### src/rtl/cache_pkg.sv
// Shared types for the direct-mapped tag array controller.
// Default entry layout: valid in the MSB, dirty below it, zero pad, tag in the LSBs.
package cache_pkg;

    localparam int CACHE_ADDR_W = 8;
    localparam int CACHE_DATA_W = 32;
    localparam int CACHE_TAG_W  = 22;

    localparam int VALID_BIT = CACHE_DATA_W - 1;
    localparam int DIRTY_BIT = CACHE_DATA_W - 2;

    typedef struct packed {
        logic                                   valid;
        logic                                   dirty;
        logic [CACHE_DATA_W-CACHE_TAG_W-3:0]    pad;
        logic [CACHE_TAG_W-1:0]                 tag;
    } tag_entry_t;

    typedef enum logic {
        SWEEP = 1'b0,
        RUN   = 1'b1
    } tag_state_e;

endpackage

### src/rtl/cache_tag_ctrl_if.sv
// Lookup, update, control and tag-SRAM port-0 signals of cache_tag_ctrl.
// slave is the controller's view; master is the cache FSM / SRAM side.
interface cache_tag_ctrl_if #(
    parameter int ADDR_WIDTH = 8,
    parameter int DATA_WIDTH = 32,
    parameter int TAG_WIDTH  = 22
);
    logic                  lk_valid;
    logic                  lk_ready;
    logic [ADDR_WIDTH-1:0] lk_index;
    logic [TAG_WIDTH-1:0]  lk_tag;

    logic                  rsp_valid;
    logic                  rsp_hit;
    logic                  rsp_dirty;
    logic [TAG_WIDTH-1:0]  rsp_tag;

    logic                  upd_valid;
    logic                  upd_ready;
    logic [ADDR_WIDTH-1:0] upd_index;
    logic [TAG_WIDTH-1:0]  upd_tag;
    logic                  upd_v;
    logic                  upd_d;

    logic                  inv_all;
    logic                  init_done;

    logic [ADDR_WIDTH-1:0] sram_addr;
    logic                  sram_web;
    logic [DATA_WIDTH-1:0] sram_wdat;
    logic [DATA_WIDTH-1:0] sram_rdat;

    modport slave (
        input  lk_valid, lk_index, lk_tag,
        output lk_ready,
        output rsp_valid, rsp_hit, rsp_dirty, rsp_tag,
        input  upd_valid, upd_index, upd_tag, upd_v, upd_d,
        output upd_ready,
        input  inv_all,
        output init_done,
        output sram_addr, sram_web, sram_wdat,
        input  sram_rdat
    );

    modport master (
        output lk_valid, lk_index, lk_tag,
        input  lk_ready,
        input  rsp_valid, rsp_hit, rsp_dirty, rsp_tag,
        output upd_valid, upd_index, upd_tag, upd_v, upd_d,
        input  upd_ready,
        output inv_all,
        input  init_done,
        input  sram_addr, sram_web, sram_wdat,
        output sram_rdat
    );

endinterface

### src/rtl/cache_tag_ctrl.sv
// Tag-array port-0 owner: sweep-clear, then one access per cycle (inv_all > update > lookup).
// Lookup result 2 cycles after accept, no response backpressure; updates write in the accept cycle.
module cache_tag_ctrl
    import cache_pkg::*;
#(
    parameter int ADDR_WIDTH = 8,
    parameter int DATA_WIDTH = 32,
    parameter int TAG_WIDTH  = 22
) (
    input  logic             clk,
    input  logic             rst,
    cache_tag_ctrl_if.slave  bus
);

    localparam int VBIT = DATA_WIDTH - 1;
    localparam int DBIT = DATA_WIDTH - 2;

    tag_state_e             r_state;
    logic [ADDR_WIDTH-1:0]  r_sweep_cnt;
    logic [ADDR_WIDTH-1:0]  r_addr;
    logic                   r_s1_vld;
    logic [TAG_WIDTH-1:0]   r_s1_tag;
    logic                   r_rsp_valid;
    logic                   r_rsp_hit;
    logic                   r_rsp_dirty;
    logic [TAG_WIDTH-1:0]   r_rsp_tag;

    tag_state_e             w_state_nxt;
    logic [ADDR_WIDTH-1:0]  w_cnt_nxt;
    logic [ADDR_WIDTH-1:0]  w_addr;
    logic                   w_web;
    logic [DATA_WIDTH-1:0]  w_wdat;
    logic                   w_upd_rdy;
    logic                   w_lk_rdy;
    logic                   w_lk_fire;
    logic                   w_hit;
    logic                   w_dirty;

    always_comb begin
        w_state_nxt = r_state;
        w_cnt_nxt   = r_sweep_cnt;
        w_addr      = r_addr;
        w_web       = 1'b1;
        w_wdat      = '0;
        w_upd_rdy   = 1'b0;
        w_lk_rdy    = 1'b0;
        w_lk_fire   = 1'b0;
        case (r_state)
            SWEEP: begin
                w_addr    = r_sweep_cnt;
                w_web     = 1'b0;
                w_cnt_nxt = r_sweep_cnt + 1'b1;
                if (r_sweep_cnt == '1) begin
                    w_state_nxt = RUN;
                end
            end
            RUN: begin
                // inv_all burns this cycle as idle; sweep writes start next cycle
                if (bus.inv_all) begin
                    w_state_nxt = SWEEP;
                    w_cnt_nxt   = '0;
                end else begin
                    w_upd_rdy = 1'b1;
                    w_lk_rdy  = ~bus.upd_valid;
                    if (bus.upd_valid) begin
                        w_addr                  = bus.upd_index;
                        w_web                   = 1'b0;
                        w_wdat[VBIT]            = bus.upd_v;
                        w_wdat[DBIT]            = bus.upd_d;
                        w_wdat[TAG_WIDTH-1:0]   = bus.upd_tag;
                    end else if (bus.lk_valid) begin
                        w_addr    = bus.lk_index;
                        w_lk_fire = 1'b1;
                    end
                end
            end
            default: begin
                w_state_nxt = SWEEP;
                w_cnt_nxt   = '0;
            end
        endcase
    end

    assign w_hit   = bus.sram_rdat[VBIT] & (bus.sram_rdat[TAG_WIDTH-1:0] == r_s1_tag);
    assign w_dirty = bus.sram_rdat[VBIT] & bus.sram_rdat[DBIT];

    always_ff @(posedge clk) begin
        if (rst) begin
            r_state     <= SWEEP;
            r_sweep_cnt <= '0;
            r_addr      <= '0;
            r_s1_vld    <= 1'b0;
            r_s1_tag    <= '0;
            r_rsp_valid <= 1'b0;
            r_rsp_hit   <= 1'b0;
            r_rsp_dirty <= 1'b0;
            r_rsp_tag   <= '0;
        end else begin
            r_state     <= w_state_nxt;
            r_sweep_cnt <= w_cnt_nxt;
            r_addr      <= w_addr;
            r_s1_vld    <= w_lk_fire;
            if (w_lk_fire) begin
                r_s1_tag <= bus.lk_tag;
            end
            r_rsp_valid <= r_s1_vld;
            if (r_s1_vld) begin
                r_rsp_hit   <= w_hit;
                r_rsp_dirty <= w_dirty;
                r_rsp_tag   <= bus.sram_rdat[TAG_WIDTH-1:0];
            end
        end
    end

    assign bus.lk_ready  = w_lk_rdy;
    assign bus.upd_ready = w_upd_rdy;
    assign bus.init_done = (r_state == RUN);
    assign bus.rsp_valid = r_rsp_valid;
    assign bus.rsp_hit   = r_rsp_hit;
    assign bus.rsp_dirty = r_rsp_dirty;
    assign bus.rsp_tag   = r_rsp_tag;
    assign bus.sram_addr = w_addr;
    assign bus.sram_web  = w_web;
    assign bus.sram_wdat = w_wdat;

endmodule

### src/flat_wrapper.sv
// flat-port wrapper written by rule: the top's interface ports become plain ports
module cache_tag_ctrl_flat import cache_pkg::*;
#(
    parameter int ADDR_WIDTH = 8,
    parameter int DATA_WIDTH = 32,
    parameter int TAG_WIDTH  = 22
)
  (clk, rst, bus_lk_valid, bus_lk_index, bus_lk_tag, bus_lk_ready, bus_rsp_valid, bus_rsp_hit, bus_rsp_dirty, bus_rsp_tag, bus_upd_valid, bus_upd_index, bus_upd_tag, bus_upd_v, bus_upd_d, bus_upd_ready, bus_inv_all, bus_init_done, bus_sram_addr, bus_sram_web, bus_sram_wdat, bus_sram_rdat);
  cache_tag_ctrl_if #(.ADDR_WIDTH(ADDR_WIDTH), .DATA_WIDTH(DATA_WIDTH), .TAG_WIDTH(TAG_WIDTH)) bus_i ();
  input  logic clk;
  input  logic rst;
  input wire logic [$bits(bus_i.lk_valid)-1:0] bus_lk_valid;
  input wire logic [$bits(bus_i.lk_index)-1:0] bus_lk_index;
  input wire logic [$bits(bus_i.lk_tag)-1:0] bus_lk_tag;
  output wire logic [$bits(bus_i.lk_ready)-1:0] bus_lk_ready;
  output wire logic [$bits(bus_i.rsp_valid)-1:0] bus_rsp_valid;
  output wire logic [$bits(bus_i.rsp_hit)-1:0] bus_rsp_hit;
  output wire logic [$bits(bus_i.rsp_dirty)-1:0] bus_rsp_dirty;
  output wire logic [$bits(bus_i.rsp_tag)-1:0] bus_rsp_tag;
  input wire logic [$bits(bus_i.upd_valid)-1:0] bus_upd_valid;
  input wire logic [$bits(bus_i.upd_index)-1:0] bus_upd_index;
  input wire logic [$bits(bus_i.upd_tag)-1:0] bus_upd_tag;
  input wire logic [$bits(bus_i.upd_v)-1:0] bus_upd_v;
  input wire logic [$bits(bus_i.upd_d)-1:0] bus_upd_d;
  output wire logic [$bits(bus_i.upd_ready)-1:0] bus_upd_ready;
  input wire logic [$bits(bus_i.inv_all)-1:0] bus_inv_all;
  output wire logic [$bits(bus_i.init_done)-1:0] bus_init_done;
  output wire logic [$bits(bus_i.sram_addr)-1:0] bus_sram_addr;
  output wire logic [$bits(bus_i.sram_web)-1:0] bus_sram_web;
  output wire logic [$bits(bus_i.sram_wdat)-1:0] bus_sram_wdat;
  input wire logic [$bits(bus_i.sram_rdat)-1:0] bus_sram_rdat;
  assign bus_i.lk_valid = bus_lk_valid;
  assign bus_i.lk_index = bus_lk_index;
  assign bus_i.lk_tag = bus_lk_tag;
  assign bus_lk_ready = bus_i.lk_ready;
  assign bus_rsp_valid = bus_i.rsp_valid;
  assign bus_rsp_hit = bus_i.rsp_hit;
  assign bus_rsp_dirty = bus_i.rsp_dirty;
  assign bus_rsp_tag = bus_i.rsp_tag;
  assign bus_i.upd_valid = bus_upd_valid;
  assign bus_i.upd_index = bus_upd_index;
  assign bus_i.upd_tag = bus_upd_tag;
  assign bus_i.upd_v = bus_upd_v;
  assign bus_i.upd_d = bus_upd_d;
  assign bus_upd_ready = bus_i.upd_ready;
  assign bus_i.inv_all = bus_inv_all;
  assign bus_init_done = bus_i.init_done;
  assign bus_sram_addr = bus_i.sram_addr;
  assign bus_sram_web = bus_i.sram_web;
  assign bus_sram_wdat = bus_i.sram_wdat;
  assign bus_i.sram_rdat = bus_sram_rdat;
  cache_tag_ctrl #(.ADDR_WIDTH(ADDR_WIDTH), .DATA_WIDTH(DATA_WIDTH), .TAG_WIDTH(TAG_WIDTH)) u_core (.clk(clk), .rst(rst), .bus(bus_i));
endmodule
### config.mk
export PLATFORM = sky130hd
export DESIGN_NAME = cache_tag_ctrl_flat
export DESIGN_NICKNAME = d
export VERILOG_FILES = /design/src/rtl/cache_pkg.sv /design/src/rtl/cache_tag_ctrl_if.sv /design/src/rtl/cache_tag_ctrl.sv /design/src/flat_wrapper.sv
export SDC_FILE = /design/constraint.sdc
export NUM_CORES = 1
export LEC_CHECK = 0
export BUFFER_PORTS_ARGS = -buffer_cell sky130_fd_sc_hd__clkbuf_2
export CORE_AREA = 2 2 86 88
export DETAILED_ROUTE_END_ITERATION = 8
export DIE_AREA = 0 0 88 90
export PLACE_DENSITY_LB_ADDON = 0.2
export SLEW_MARGIN = 20
export SYNTH_ARGS = -nofsm -noshare
export SYNTH_HDL_FRONTEND = slang
export SYNTH_SLANG_ARGS = --single-unit
### constraint.sdc
create_clock -name clk -period 1.36 [get_ports clk]
set_input_delay 0 -clock clk [delete_from_list [all_inputs] [get_ports clk]]
set_output_delay 0 -clock clk [all_outputs]
set_load 0.03 [all_outputs]
==> results of run 1 <==
path summary, 6_finish.rpt:
path | endpoint
worst max-delay path | bus_sram_addr[4]
worst min-delay path | u_core.bus.rsp_tag[15]
worst max register to register | u_core.r_s1_tag[4]
worst min register to register | u_core.r_s1_tag[14]
sequential cells by signal (all words and copies together) (netlist names):
| register | cells |
|---|---|
| u_core.bus.rsp_dirty | 1 |
| u_core.r_s1_vld | 1 |
| u_core.bus.rsp_tag | 22 |
| u_core.bus.init_done | 1 |
| u_core.bus.rsp_valid | 1 |
| u_core.r_addr | 8 |
| u_core.bus.rsp_hit | 1 |
| u_core.r_s1_tag | 22 |
| u_core.r_sweep_cnt | 8 |
synthesized netlist by cell type (2+ instances only):
library cell,number,area [sq um]
sky130_fd_sc_hd__nand2_1,54,203
sky130_fd_sc_hd__and3_1,27,169
sky130_fd_sc_hd__nand3_1,6,30.0
sky130_fd_sc_hd__o22a_1,8,70.1
sky130_fd_sc_hd__dfxtp_1,65,1300
sky130_fd_sc_hd__buf_2,5,25.0
sky130_fd_sc_hd__nor4_1,2,12.5
sky130_fd_sc_hd__a31oi_1,2,12.5
sky130_fd_sc_hd__nor2b_1,4,25.0
sky130_fd_sc_hd__nor2_1,34,128
sky130_fd_sc_hd__xnor2_1,20,175
sky130_fd_sc_hd__nand2b_1,12,75.1
sky130_fd_sc_hd__o21bai_1,8,60.1
sky130_fd_sc_hd__o21ai_0,6,30.0
sky130_fd_sc_hd__nand4_1,5,31.3
sky130_fd_sc_hd__clkbuf_1,17,63.8
sky130_fd_sc_hd__mux2i_1,22,220
sky130_fd_sc_hd__o221ai_1,7,61.3
sky130_fd_sc_hd__buf_4,10,75.1
sky130_fd_sc_hd__a21oi_1,37,185
sky130_fd_sc_hd__a22oi_1,2,15.0
sky130_fd_sc_hd__buf_1,2,7.51
sky130_fd_sc_hd__and2_1,2,12.5
sky130_fd_sc_hd__xor2_1,2,17.5
per-layer routing:
metal,up-vias,global-route usage [%]
met5,-,0
met4,0,7.44
met3,12,4.96
met2,153,41.9
met1,1549,29.6
li1,1667,-
critical path: stages, from the launching register on:
cell                        delay [ns]
sky130_fd_sc_hd__dfxtp_4          0.43
sky130_fd_sc_hd__clkbuf_16        0.17
sky130_fd_sc_hd__o221ai_2         0.08
sky130_fd_sc_hd__o21bai_4         0.20
sky130_fd_sc_hd__nand2_2          0.10
sky130_fd_sc_hd__buf_8            0.12
cell families (layout without fill, tap and decap cells):
logic type	count (synthesis)	after routing	synth area share [%]
AO/OA/AOI/OAI	73	73	14.9
adder cells (fa/ha/maj)	1	1	0.406
other	1	8	0.122
AND/OR/NAND/NOR	149	151	23.2
flip-flops	65	65	42.2
multiplexers	22	22	7.14
XOR/XNOR	22	22	6.25
buffers and inverters	36	235	5.80
cell type report:
class	count	area (sq um)	share of cell area (%)
Multi-Input combinational cell	277	1830	34.7
Timing Repair Buffer	218	1790	34.0
Sequential cell	65	1310	24.9
Clock buffer	13	159	3.02
Tap cell	99	124	2.36
Clock inverter	2	37.5	0.714
Inverter	2	12.5	0.238
cell usage in the layout, fill, tap and decap left out, types with 14 or more instances in the layout:
| master | instances |
|---|---|
| sky130_fd_sc_hd__clkbuf_2 | 118 |
| sky130_fd_sc_hd__and3_1 | 23 |
| sky130_fd_sc_hd__dlygate4sd3_1 | 46 |
| sky130_fd_sc_hd__dfxtp_1 | 63 |
| sky130_fd_sc_hd__clkbuf_8 | 29 |
| sky130_fd_sc_hd__buf_4 | 14 |
| sky130_fd_sc_hd__a21oi_1 | 36 |
| sky130_fd_sc_hd__mux2i_1 | 22 |
| sky130_fd_sc_hd__xnor2_1 | 19 |
| sky130_fd_sc_hd__nor2_1 | 34 |
| sky130_fd_sc_hd__nand2_1 | 48 |
power breakdown:
group / switching [mW] / internal [mW]
Sequential: 0.0127 / 1.91
Combinational: 0.258 / 0.273
Clock: 0.712 / 0.939
timing repair:
| item | CTS | global route |
|---|---|---|
| setup endpoints to repair | 34 | 57 |
| endpoints found under the hold margin | 45 | 0 |
| hold buffers | 46 | 0 |
| gates resized for setup | 76 | 46 |
| buffers inserted | 2 | 5 |
| pin swaps | 1 | 8 |
| gates cloned | 1 | 5 |
==> results.md, run 1 <==
Status:
- The checks that failed: setup timing.
- The flow ran to the end, but the final reports show violations.

Critical path:
- STA classifies the critical path startpoint as a flop.
- Across all register-to-register paths, the minimum setup slack is around 0.040 ns.
- The worst path required time is 1.36 ns.
- The setup path with the least slack is of type reg -> out.
- The launch point of the worst path is u_core.bus.init_done.
- In this run the critical register-to-register path is launched from u_core.bus.init_done.
- Counting cells, the worst reg-to-reg path comes to 5.
- The element type at the critical path end is an output port.
- The arrival time of data at the critical path endpoint is 1.44 ns.
- The biggest fanout along the worst timing path is 7.

Synth:
- The synthesized design contains 65 register bits.
- The number of enable flip-flop cells after synthesis is 0.
- In this run, distinct cell masters in the synthesized netlist total 34.
- The most used flip-flop cell after synthesis is sky130_fd_sc_hd__dfxtp_1.
- The summed instance area of the synthesized netlist is 3080 sq um.
- The cell count after synthesis is 369.
- The share of the Yosys chip area taken by registers is 42.2%.
- The average instance area after synthesis is ~8.4 sq um.
- The total of warnings raised by yosys is 0.
- The post-synthesis async set-or-reset flop share is 0%.

Finish:
- Fill cells in the final layout number 492.
- The repair_antennas step left the layout with diodes totalling 0.
- The net count of the finished layout is 673.
- After routing the design area is ~5300 sq um.
- The area overhead of the layout relative to synthesis is 70.5%.
- For this run, the share of the core covered by cells in the final layout is 74.9%.
- The share of layout cells above drive strength 1 is 38.3%.
- The finished layout holds 676 standard cells, fillers aside.

Place:
- The final estimated routing congestion in global placement is 0.799.
- The post-place instance area is between 3000 and 4000 sq um.
- The count of buffers added on input and output ports is 151.
- Prior to clock tree synthesis, the placed netlist has a worst setup slack of just over 0.03 ns.
- The number of cells in the design after placement is 602.
- The HPWL after detailed placement is 6010 um.

Power:
- VDD sags by at most 0.000537 V.
- The static leakage power is 2.27 nW.
- Dividing total power by cell area gives a power density of ~780 nW/um^2.
- The overall power after layout is slightly above 4 mW.

Drt:
- After detailed routing, the met3 layer carries 637 um of wire.
- The uppermost layer routed is met4.
- The routed length per instance is 15.2 um.
- The post-route DRC violation count is 0.
- The number of search-and-repair iterations in the first detailed-routing pass is 4.
- The total wire length is 10200 um.
- In the final routing, the length of wire on met1 measures 4330 um.
- The count of nets left with antenna violations once routing finished came out at 0.
- After detailed routing, the met2 layer carries 5160 um of wire.
- In the routed layout, each cell is associated on average with a via count of 5.00.
- The routed layout has 3381 vias.
- The initial detailed-routing violation count is approximately 180.

Timing:
- Measured against its own limit, the worst slew margin works out to 66.3%.
- Across the routed clock network, the largest skew measured is 0.00979 ns.
- In the final timing run, aggregate negative setup slack is -1.22 ns.
- The slew at the pin with the worst max-slew slack is between 0.5 and 0.6 ns.
- The final worst-path cycle share is 106%.
- The hold violation count in the final report is 0.
- The tightest hold path in the finished design has a slack of approximately 0.0090 ns.
- Setup violations remaining at the end of the flow were counted as 31.
- The maximum clock frequency is 695 MHz.
- The minimum clock period is ~1.4 ns.
- The minimum setup slack in the final design is -0.0792 ns.
- Setup repair after global routing could not meet its margin everywhere.
- The number of max-slew violations in the final report is 0.

Global route:
- The total routing resource utilization after global routing is ~24%.
- The number of global-route vias before repair is 3202.
- The first-pass GRT wire length is roughly 15000 um.
- The overflow left after global routing is 0.
- Entering global routing, the biggest net connects 65 pins.
- The initial antenna violation count was 0.

CTS:
- TritonCTS built the clock tree.
- The maximum root-to-sink buffer count is 2.
- The clock-pin slew on the worst setup and hold paths is ~0.070 ns.
- The total clock sinks is 65.
- The clock latency on the worst-skew pair is between 0.3 and 0.4 ns.
- Counting the buffers created by CTS gives 9.
- The tree is rooted in a sky130_fd_sc_hd__clkbuf_8.
- The number of H-tree levels is 3.

Floorplan:
- The area of the placeable core is 7020 sq um.
- The die is about 90 um tall.
- The die covers about 7900 sq um.
- The standard-cell row count is 31.
- The number of top-level pins is 168.
- The starting density of the core is between 40% and 50%.
- The horizontal die dimension is about 88 um.

Hold path:
- The worst hold path class is in -> reg.
- The worst hold path passes through 3 cells.
- The worst hold path begins at bus_sram_rdat[15].

Job:
- Across the run, the number of max-cap violations was 0.
Power figures use the tool's default switching activity.
==> inputs of run 2 (changes only) <==
--- a/config.mk
+++ b/config.mk
@@ -10,6 +10,7 @@
 export DETAILED_ROUTE_END_ITERATION = 8
 export DIE_AREA = 0 0 88 90
 export PLACE_DENSITY_LB_ADDON = 0.2
+export RECOVER_POWER = 25
 export SLEW_MARGIN = 20
 export SYNTH_ARGS = -nofsm -noshare
 export SYNTH_HDL_FRONTEND = slang
==> results.md, run 2 (synthesis gave the netlist of run 1 again) <==
Global route:
- Summed over all layers, the global routing overflow is 0.
- The number of global-route vias before repair was 3202.
- The first-pass GRT wire length is 15000 um.
- The initial antenna violation count came to 0.
- For this run, the total global-route usage over all layers was measured as between 20% and 30%.
- Entering global routing, the biggest net connects 65 pins.

Critical path:
- For this design, the slowest cell found on the critical path is sky130_fd_sc_hd__dfxtp_4.
- The critical path launch point type is a flop.
- The element type at the critical path end is an output port.
- The critical path goes through clkbuf_16, o221ai_2, o21bai_4, nand2_2, buf_8.
- The setup path with the least slack is of type reg -> out.
- Data arrives at the worst endpoint at 1.44 ns.
- In this design, the stage delay of the slowest critical-path cell is about 0.43 ns.
- The biggest fanout along the worst timing path is 7.
- The worst path required time is 1.36 ns.

Floorplan:
- The height of the die is ~90 um.
- 168 I/O pins were placed.
- Measured along the x axis, the die boundary spans between 80 and 90 um.
- In this run the standard cell core region covers 7020 sq um.
- The starting density of the core is 43.9%.
- In this run the core area contains 31 standard-cell rows.
- The area of the die is 7920 sq um.

Drt:
- After detailed routing, the number of remaining DRC violations is 0.
- Dividing the detail-routed wire length by the instance count gives between 15 and 20 um.
- The total wire length is approximately 10000 um.
- Before antenna repair, the detailed router went through 4 iterations.
- The detailed-route vias per instance is 5.03.
- The via total after detailed routing is 3397.
- The initial detailed-routing violation count is 192.
- The count of nets left with antenna violations once routing finished came out at 0.

Timing:
- After routing, the total negative slack on setup checks comes to -1.30 ns.
- Setup repair after global routing could not meet its margin everywhere.
- The final worst-path cycle share is 106%.
- The count of endpoints failing setup in the final report is 31.
- The minimum clock period is about 1.4 ns.
- The number of max-slew violations in the final report is 0.
- For this run, the top clock speed supported by timing is 694 MHz.
- Measured against its own limit, the worst slew margin works out to 66.6%.
- The hold violation count in the final report is 1.
- Setup slack on the critical path of the routed design comes to -0.0810 ns.
- At the pin with the least slew margin, the transition time is roughly 0.50 ns.
- Final hold analysis gives a worst-case slack of -0.000553 ns.
- The clock skew is 0.0111 ns.

Place:
- Port buffering added 151 buffers.
- The detailed placement HPWL is approximately 6000 um.
- The final estimated routing congestion in global placement is 0.799.
- After detailed placement, the design holds a cell count of 602.

CTS:
- TritonCTS built the clock tree.
- The library cell used as clock root buffer is sky130_fd_sc_hd__clkbuf_8.
- Clock-pin slew was measured on the worst setup and hold paths at 0.07 ns.
- Counting along the longest clock path gives a buffer depth of 2.
- Counting every sink on the clock net gives 65.
- TritonCTS created 9 clock buffers.
- The clock reaches the later pin of the worst-skew pair after 0.34 ns.
- The number of H-tree levels is 3.

Finish:
- The area overhead of the layout relative to synthesis is 69.7%.
- The number of standard cells in the final layout excluding fillers is 676.
- The most common cell after layout, fill and taps aside is sky130_fd_sc_hd__clkbuf_2.
- The sequential cell area in the final layout is 1310 sq um.
- The number of nets at the end of the flow is 673.
- In the layout the commonest cells are sky130_fd_sc_hd__clkbuf_2, sky130_fd_sc_hd__dfxtp_1, sky130_fd_sc_hd__nand2_1, sky130_fd_sc_hd__dlygate4sd3_1, sky130_fd_sc_hd__a21oi_1.
- The number of antenna diodes in the final layout is 0.
- Cells with a size suffix above 1 make up 34.8% of the layout.
- The number of inserted filler cells in the final layout is 507.
- In the final layout, the multi-input gates occupy 1830 sq um.

Power:
- The maximum ir drop on the vdd rail is 0.000541 V.
- The static leakage power is 2.20 nW.
- Overall power consumption after layout is estimated at 4.11 mW.
- Power spread over the standard cell area amounts to 786 nW/um^2.

Hold path:
- The min-delay analysis places its worst path in the category in -> reg.

Status:
- The flow ran to the end, but the final reports show violations.
- The checks that failed: hold timing, setup timing.

Job:
- Max-cap violations in this run came to 0.
==> run 2: cell types whose count changed in the layout (fill, tap and decap cells not counted) <==
cell                       before  now
sky130_fd_sc_hd__clkbuf_1       2   22
sky130_fd_sc_hd__clkbuf_2     118   98
==> run 2: metal layers <==
metal / global-route usage (%) / wire, um / vias to the layer above / part of all wire, %
li1: - / - / 1668 / -
met1: 29.6 / 4330 / 1546 / 42
met2: 41.9 / 5110 / 168 / 50
met3: 4.96 / 715 / 15 / 6.9
met4: 7.44 / 135 / 0 / 1.3
met5: 0 / 0 / - / 0
==> run 2: critical path: cells and delay by family, from the launching register on <==
| kind | cells | cell delay, ns |
|---|---|---|
| and+or+nand+nor | 1 | 0.10 |
| buffers and inverters | 2 | 0.29 |
| AOI/OAI and AO/OA | 2 | 0.28 |
| DFF | 1 | 0.43 |
==> run 2: what timing repair did <==
action	CTS	global route
endpoints found under the hold margin	45	0
setup endpoints to repair	34	57
setup buffers	2	5
gates cloned	1	5
hold buffers	46	0
pin swaps	1	8
gates resized for setup	76	46
==> run 2: per-stage QoR <==
step | area, sq um | hold WS (ns) | setup slack [ns] | util (%)
floorplan | 3140 | 0.0516 | -0.0634 | -
global placement | 3930 | 0.226 | 0.0207 | 56.0
detailed placement | 3930 | 0.230 | 0.0311 | 56.0
CTS | 4970 | 0.00102 | -0.0836 | 70.8
global route | 5230 | 0.0311 | -0.135 | 74.5
finish | 5230 | -0.000553 | -0.0810 | 74.5
==> run 2: final timing paths <==
path,from,to,slack [ns],depth (start not counted)
max reg2reg,u_core.bus.init_done,u_core.r_s1_tag[4],0.04,5
max,u_core.bus.init_done,bus_sram_addr[4],-0.08,5
min reg2reg,u_core.r_s1_tag[14],u_core.r_s1_tag[14],0.47,2
min,bus_sram_rdat[15],u_core.bus.rsp_tag[15],-0.0006,3
==> run 2: cell type report <==
class | count | share of cell area, %
clock buffer | 13 | 3.04
sequential | 65 | 25.0
clock inverter | 2 | 0.717
inverter | 2 | 0.239
timing repair buffer | 218 | 33.7
multi-input combinational | 277 | 34.9
tap | 99 | 2.37
==> run 2: power breakdown <==
| group | switching [mW] | internal, mW |
|---|---|---|
| logic | 0.258 | 0.273 |
| clock network | 0.717 | 0.939 |
| registers | 0.0125 | 1.91 |
| total | 0.988 | 3.12 |
